### src/rtl/apb_requester_arbiter.sv
// Two-requester round-robin APB arbiter sharing one downstream APB port.
// Define APB_ARB_TIMEOUT_EN to add a watchdog that aborts transactions stuck in ACCESS.
module apb_requester_arbiter #(
  parameter int ADDR_WIDTH     = 24,
  parameter int DATA_WIDTH     = 32,
  parameter int TIMEOUT_CYCLES = 1024
) (
  input  logic                    clk,
  input  logic                    rst,

  input  logic                    up0_psel,
  input  logic                    up0_penable,
  input  logic                    up0_pwrite,
  input  logic [ADDR_WIDTH-1:0]   up0_paddr,
  input  logic [DATA_WIDTH-1:0]   up0_pwdata,
  input  logic [DATA_WIDTH/8-1:0] up0_pstrb,
  output logic [DATA_WIDTH-1:0]   up0_prdata,
  output logic                    up0_pready,
  output logic                    up0_pslverr,

  input  logic                    up1_psel,
  input  logic                    up1_penable,
  input  logic                    up1_pwrite,
  input  logic [ADDR_WIDTH-1:0]   up1_paddr,
  input  logic [DATA_WIDTH-1:0]   up1_pwdata,
  input  logic [DATA_WIDTH/8-1:0] up1_pstrb,
  output logic [DATA_WIDTH-1:0]   up1_prdata,
  output logic                    up1_pready,
  output logic                    up1_pslverr,

  output logic                    dn_psel,
  output logic                    dn_penable,
  output logic                    dn_pwrite,
  output logic [ADDR_WIDTH-1:0]   dn_paddr,
  output logic [DATA_WIDTH-1:0]   dn_pwdata,
  output logic [DATA_WIDTH/8-1:0] dn_pstrb,
  input  logic [DATA_WIDTH-1:0]   dn_prdata,
  input  logic                    dn_pready,
  input  logic                    dn_pslverr,

  output logic [1:0]              grant,
  output logic                    timeout
);

  localparam int STRB_WIDTH = DATA_WIDTH / 8;

  typedef enum logic [1:0] {IDLE, SETUP, ACCESS, RESP} state_t;

  state_t                  state;
  logic                    last_grant;

  logic                    any_req;
  logic                    pick1;
  logic                    sel_pwrite;
  logic [ADDR_WIDTH-1:0]   sel_paddr;
  logic [DATA_WIDTH-1:0]   sel_pwdata;
  logic [STRB_WIDTH-1:0]   sel_pstrb;

  logic                    acc_abort;
  logic                    acc_done;
  logic [DATA_WIDTH-1:0]   resp_rdata;
  logic                    resp_err;

  // The arbiter moves on psel alone; penable carries no information it needs.
  logic                    unused_penable;
  assign unused_penable = up0_penable ^ up1_penable;

`ifdef APB_ARB_TIMEOUT_EN
  localparam int                   CNT_WIDTH = $clog2(TIMEOUT_CYCLES);
  localparam logic [CNT_WIDTH-1:0] CNT_LAST  = CNT_WIDTH'(TIMEOUT_CYCLES - 1);
  logic [CNT_WIDTH-1:0]            access_cnt;
`else
  localparam int unused_timeout_cycles = TIMEOUT_CYCLES;
  assign timeout = 1'b0;
`endif

  // Port 1 wins only when it is alone or when port 0 was served last.
  always_comb begin
    any_req    = up0_psel | up1_psel;
    pick1      = up1_psel & (~up0_psel | ~last_grant);
    sel_pwrite = pick1 ? up1_pwrite : up0_pwrite;
    sel_paddr  = pick1 ? up1_paddr  : up0_paddr;
    sel_pwdata = pick1 ? up1_pwdata : up0_pwdata;
    sel_pstrb  = pick1 ? up1_pstrb  : up0_pstrb;
  end

  // A completer response in the expiry cycle beats the watchdog abort.
  always_comb begin
    acc_abort = 1'b0;
`ifdef APB_ARB_TIMEOUT_EN
    acc_abort = ~dn_pready & (access_cnt == CNT_LAST);
`endif
    acc_done   = dn_pready | acc_abort;
    resp_rdata = dn_pready ? dn_prdata  : '0;
    resp_err   = dn_pready ? dn_pslverr : 1'b1;
  end

  always_ff @(posedge clk) begin
    if (rst) begin
      state       <= IDLE;
      last_grant  <= 1'b1;
      grant       <= '0;
      dn_psel     <= 1'b0;
      dn_penable  <= 1'b0;
      dn_pwrite   <= 1'b0;
      dn_paddr    <= '0;
      dn_pwdata   <= '0;
      dn_pstrb    <= '0;
      up0_prdata  <= '0;
      up0_pready  <= 1'b0;
      up0_pslverr <= 1'b0;
      up1_prdata  <= '0;
      up1_pready  <= 1'b0;
      up1_pslverr <= 1'b0;
`ifdef APB_ARB_TIMEOUT_EN
      timeout     <= 1'b0;
      access_cnt  <= '0;
`endif
    end else begin
`ifdef APB_ARB_TIMEOUT_EN
      timeout <= 1'b0;
`endif
      case (state)
        IDLE: begin
          if (any_req) begin
            dn_psel    <= 1'b1;
            dn_penable <= 1'b0;
            dn_pwrite  <= sel_pwrite;
            dn_paddr   <= sel_paddr;
            dn_pwdata  <= sel_pwdata;
            dn_pstrb   <= sel_pstrb;
            grant      <= pick1 ? 2'b10 : 2'b01;
            last_grant <= pick1;
            state      <= SETUP;
          end
        end

        SETUP: begin
          dn_penable <= 1'b1;
          state      <= ACCESS;
`ifdef APB_ARB_TIMEOUT_EN
          access_cnt <= '0;
`endif
        end

        ACCESS: begin
          if (acc_done) begin
            dn_psel    <= 1'b0;
            dn_penable <= 1'b0;
            state      <= RESP;
            if (grant[1]) begin
              up1_pready  <= 1'b1;
              up1_prdata  <= resp_rdata;
              up1_pslverr <= resp_err;
            end else begin
              up0_pready  <= 1'b1;
              up0_prdata  <= resp_rdata;
              up0_pslverr <= resp_err;
            end
`ifdef APB_ARB_TIMEOUT_EN
            timeout <= acc_abort;
          end else begin
            access_cnt <= access_cnt + CNT_WIDTH'(1);
`endif
          end
        end

        RESP: begin
          up0_pready  <= 1'b0;
          up0_prdata  <= '0;
          up0_pslverr <= 1'b0;
          up1_pready  <= 1'b0;
          up1_prdata  <= '0;
          up1_pslverr <= 1'b0;
          grant       <= '0;
          state       <= IDLE;
        end

        default: state <= IDLE;
      endcase
    end
  end

endmodule

### config.mk
export PLATFORM = sky130hd
export DESIGN_NAME = apb_requester_arbiter
export DESIGN_NICKNAME = d
export VERILOG_FILES = /design/src/rtl/apb_requester_arbiter.sv
export SDC_FILE = /design/constraint.sdc
export NUM_CORES = 1
export LEC_CHECK = 0
export CAP_MARGIN = 20
export CORE_MARGIN = 4
export CORE_UTILIZATION = 44
export DETAILED_ROUTE_END_ITERATION = 12
export HOLD_SLACK_MARGIN = 0.12
export PLACE_DENSITY_LB_ADDON = 0.15
export SLEW_MARGIN = 10
export SYNTH_ARGS = -nofsm -noshare
export SYNTH_HDL_FRONTEND = slang
export SYNTH_SLANG_ARGS = --single-unit
### constraint.sdc
create_clock -name clk -period 3.05 [get_ports clk]
set_clock_uncertainty 0.1 [all_clocks]
set_input_delay 0.915 -clock clk [delete_from_list [all_inputs] [get_ports clk]]
set_output_delay 0.915 -clock clk [all_outputs]
set_load 0.05 [all_outputs]
== After elaboration in Yosys (flattened, before gate mapping) ==
Cells that the tools add are included.

* Bits in registers: 136

* Equality and inequality tests: 7
* Muxes and demuxes: 33
* Bitwise operators: 5
* Reductions and logical operators: 12

{| class="wikitable"
|+ Operators with widths
! kind !! count
|-
| 32-bit two-way mux || 5
|-
| 32-bit one-hot mux with 2 select lines || 2
|-
| 24-bit two-way mux || 1
|-
| 1-bit two-way mux || 12
|-
| 3-bit AND reduction || 4
|-
| 1-bit one-hot mux with 2 select lines || 5
|-
| 2-bit two-way mux || 4
|-
| 2-bit != test, second input constant || 4
|-
| 2-bit one-hot mux with 4 select lines || 1
|-
| 2-bit AND reduction || 3
|-
| 2-bit nonzero test || 3
|-
| 2-bit == test, second input constant || 2
|-
| 4-bit two-way mux || 1
|-
| 2-bit one-hot mux with 2 select lines || 1
|-
| 1-bit one-hot mux with 3 select lines || 1
|-
| 3-bit nonzero test || 1
|-
| 2-bit by 1-bit == test with 1-bit output, second input constant || 1
|-
| 2-bit logical NOT || 1
|-
| 1-bit NOT || 2
|-
| 1-bit bitwise OR || 2
|-
| 1-bit AND || 1
|}

== Longest topological paths before layout ==
* Depth after elaboration: 6
* Gate-level depth with buffers: 8
* Gate-level depth less buffers: 5

== Worst setup path after synthesis ==
No wires, ideal clock.

* Kind: input port to flip-flop
* From: in up1_psel
* To: reg grant[1]
* Library setup time: 0.070 ns
* Arrival: 1.836 ns
* Required time: 2.880 ns
* Path slack: 1.043 ns
* Cell stages on the path: 4
* Buffers on the path: 1
* Cell sequence: a21bo_1 clkbuf_2 or4_1 a21oi_1

* Longest elaborated chain between the ends: 4
* Elaborated cells between the ends (all ways): 7
* Those cells by class: 1 x eq/ne; 3 x mux; 2 x bitwise; 1 x reduce/logical

{| class="wikitable"
|+ Ends and longest elaborated chain
! what !! RTL line !! source
|-
| start: declaration || 21 || <nowiki>input logic up1_psel,</nowiki>
|-
| 1-bit AND || 80 || <nowiki>pick1 = up1_psel & (~up0_psel | ~last_grant);</nowiki>
|-
| 2-bit two-way mux || 132 || <nowiki>grant <= pick1 ? 2'b10 : 2'b01;</nowiki>
|-
| 2-bit two-way mux || 125 || <nowiki>if (any_req) begin</nowiki>
|-
| 2-bit one-hot mux with 2 select lines || 123 || <nowiki>case (state)</nowiki>
|-
| end signal: assignment || 132 ||
|-
| end: declaration || 41 || <nowiki>output logic [1:0] grant,</nowiki>
|}

Parallel ways exist; a longest one is shown, timed or not. The select of a mux whose other input is x is not followed.
A chain may end at the register's enable or synchronous reset.

== Worst setup path after layout ==
* From: reg grant[1]
* To: out grant[1]

No word-level cell between the ends.

==> flow_metrics.py <==
metrics = {
    "finish": {
        "syn2layout_area_growth_pct": 61.5,
        "n_fill_cell": 1018,
        "final_core_util_pct": 72.4,
        "diodes": 0,
        "layout-drive-gt1-share_pct": 9.32,
        "layout.nets": 1089,
    },
    "setup_path": {
        "crit_family": "buffers and inverters",
        "crit_path_end_kind": "output port",
        "slowest_stage": "clkdlybuf4s50_1",
        "cp_num_buf_inv": 1,
        "rr_worst_depth": 6,
        "cp.depth": 1,
        "path_class": "reg2out",
        "slowest_delay_ps": 870,
        "required_ps": 2030,
        "crit_arrival_ps": 1650,
        "path_cells": "clkdlybuf4s50_1",
        "worstPathMaxFanout": 4,
        "start_kind": "flop",
    },
    "power": {
        "internal-power_w": 0.00529,
        "pwr-share-seq_pct": 27.6,
        "peakVddDrop_mv": 0.527,
        "switchingPower_w": 0.00424,
        "p_per_area_nw_per_um2": 999,
        "switching_share_pct": 44.5,
        "pwr-share-clk_pct": 20.0,
        "power.static_leakage_nw": 3.98,
        "comb_power_share_pct": 52.4,
    },
    "routing": {
        "vias_per_cell": 5.14,
        "wl_mm": 18.5,
        "vias": 5705,
        "drc": 0,
        "routed-wl-met2_mm": 9.16,
        "wl_met1_mm": 7.22,
        "highest_layer": "met4",
        "first_pass_iters": 5,
        "route.met3.wl_mm": 1.47,
        "wl_per_cell_um": 16.7,
        "drtIter0Drc": 257,
        "ant_nets": 0,
    },
    "synthesis": {
        "syn_area_per_cell_um2": 9.09,
        "synth_cells": 650,
        "netlist_top_cells_area": "dfxtp_1 (46%), mux2i_1 (11%), a311oi_1 (9.2%)",
        "async_flop_share_pct": 0,
        "syn-num-nets": 819,
        "synth_edf_count": 0,
        "seq_area_frac_synth_pct": 46.1,
        "synth_top_area_cell": "dfxtp_1",
        "syn-cell-area_um2": 5910,
        "yosys_warnings": 0,
        "synth-seq-cells": 136,
        "yosys.cell_count.top_type": "dfxtp_1",
        "synth_top_area_share_pct": 46.1,
        "synthFlopType": "dfxtp_1",
        "synth_common_cells": "dfxtp_1 (136), nand2_1 (123), nand2b_1 (69)",
        "synth.distinct_cells": 31,
    },
    "clock_tree": {
        "cts_resized": 0,
        "clock_path_buffers": 2,
        "cts_buffers": 17,
        "clk_pin_slew_ps": 50,
        "cts_root_buf": "clkbuf_16",
        "post_cts_buffers": 0,
        "cts_sinks": 136,
        "htreeDepth": 4,
        "clock_latency_ps": 410,
        "cts_tree": "yes",
        "ctsHoldBuffers": 0,
    },
    "place": {
        "portBuffers": 292,
        "gp_congestion": 0.763,
        "post-dp-hpwl_mm": 13.4,
    },
    "global_routing": {
        "gr-total-overflow": 0,
        "grt_max_degree": 101,
        "grt_pass1_wl_mm": 28.1,
        "track_usage_pct": 23.3,
        "antenna_found_initial": 0,
        "grt_pass1_vias": 5769,
    },
    "sta": {
        "max_slew_margin_pct": 49.6,
        "fin_crit_ps": 2660,
        "period_share_pct": 87.4,
        "rsz0062_at_grt": "false",
        "finalHoldViolCount": 0,
        "hold-worst-slack_ps": 372,
        "fmax_ghz": 0.375,
        "slew_viol_final": 0,
        "setup_viol": 0,
        "worstMarginPinSlew_ps": 755,
    },
    "floorplan": {
        "start_util_pct": 44.8,
        "die-height_um": 124,
        "fp-row-count": 42,
        "dieArea_um2": 15400,
        "die_width_um": 124,
        "io-pin-count": 296,
        "core_area_um2": 13200,
    },
    "hold_path": {
        "hold_depth": 2,
        "hold_class": "reg2reg",
    },
    "outcome": {
        "status": "complete, no violations",
    },
    "job": {
        "cap_viol_max_count": 0,
    },
}
-- cells by family (layout without fill, tap and decap cells) --
kind of cell               after synthesis  in the layout  synth area share [%]
AOI/OAI and AO/OA                       77             77                  10.9
adders and majority gates                7              7                  1.48
buffers and inverters                   58            341                  4.28
DFF                                    136            136                  46.1
muxes                                   69             69                  11.7
other                                    1              1                0.0634
and+or+nand+nor                        302            302                  25.5
-- path summary, 6_finish.rpt --
path / from / slack (ps) / end
worst min register to register: dn_penable$_SDFFE_PP0P_ / 370 / dn_penable$_SDFFE_PP0P_
worst max-delay path: grant[1]$_SDFFE_PP0P_ / 390 / grant[1]
worst min-delay path: dn_penable$_SDFFE_PP0P_ / 370 / dn_penable$_SDFFE_PP0P_
worst max register to register: state[0]$_SDFFE_PP0P_ / 1010 / state[1]$_SDFFE_PP0P_
-- registers in the layout, summed over array words and instances (netlist names) --
register / count
dn_pwdata: 32
up0_pready: 1
dn_psel: 1
grant: 2
state: 2
up0_prdata: 32
last_grant: 1
up1_prdata: 32
dn_penable: 1
up0_pslverr: 1
up1_pslverr: 1
up1_pready: 1
dn_pstrb: 4
dn_pwrite: 1
dn_paddr: 24
-- cell type report --
cell class | count | area (um^2) | area share (%)
Sequential cell | 136 | 2720 | 28.5
Timing Repair Buffer | 307 | 3080 | 32.3
Inverter | 2 | 7.51 | 0.0786
Tap cell | 176 | 220 | 2.31
Clock buffer | 23 | 478 | 5.01
Multi-Input combinational cell | 456 | 2960 | 31.0
Clock inverter | 9 | 73.8 | 0.773
-- metrics by stage --
step | std cells | power, W | setup WS (ps) | area [um^2] | setup TNS [ps]
detailed placement | 1077 | 0.00767 | -17.0 | 8990 | -17.0
global route | 1109 | 0.0100 | 312 | 9550 | 0
floorplan | 650 | 0.00595 | 1040 | 5910 | 0
finish | 1109 | 0.00953 | 385 | 9550 | 0
CTS | 1109 | 0.00961 | 368 | 9550 | 0
global placement | 1077 | 0.00754 | 143 | 8990 | 0
-- cell usage in the layout (no fill, tap or decap), drive strengths merged --
cell type and instances:
nor2b 4, nor3 1, bufinv 1, a31oi 1, or4b 1, mux2i 67, or3b 33, a21boi 1
clkdlybuf4s50 291, a21oi 5, inv 2, ha 7, nand2b 69, conb 1, nor3b 1, a21bo 1
o21ai 3, clkinv 8, buf 16, dfxtp 136, a311oi 62, nor2 66, nand2 123, or2 1
a211oi 1, or4 3, mux2 2, o31ai 2, o21a 1, clkbuf 23
-- worst reg2reg max path: stages, from the launching register on --
cell and delay, ps:
dfxtp_1 390, inv_1 130, ha_1 300, nor3b_1 170, buf_4 170, or4b_2 620, o31ai_1 90
-- power by group through the flow --
stage | registers (W) | clock network [W] | logic [W]
floorplan | 0.00447 | 0 | 0.00148
global placement | 0.00263 | 0 | 0.00491
detailed placement | 0.00267 | 0 | 0.00500
CTS | 0.00264 | 0.00194 | 0.00503
global route | 0.00270 | 0.00202 | 0.00528
finish | 0.00263 | 0.00191 | 0.00500
-- metal layers --
layer,vias to the layer above,GRT usage (%)
met1,2662,26.8
met2,219,38.9
met5,-,0
li1,2775,-
met3,49,7.90
met4,0,11.0
(Power assumes the default switching activity.)
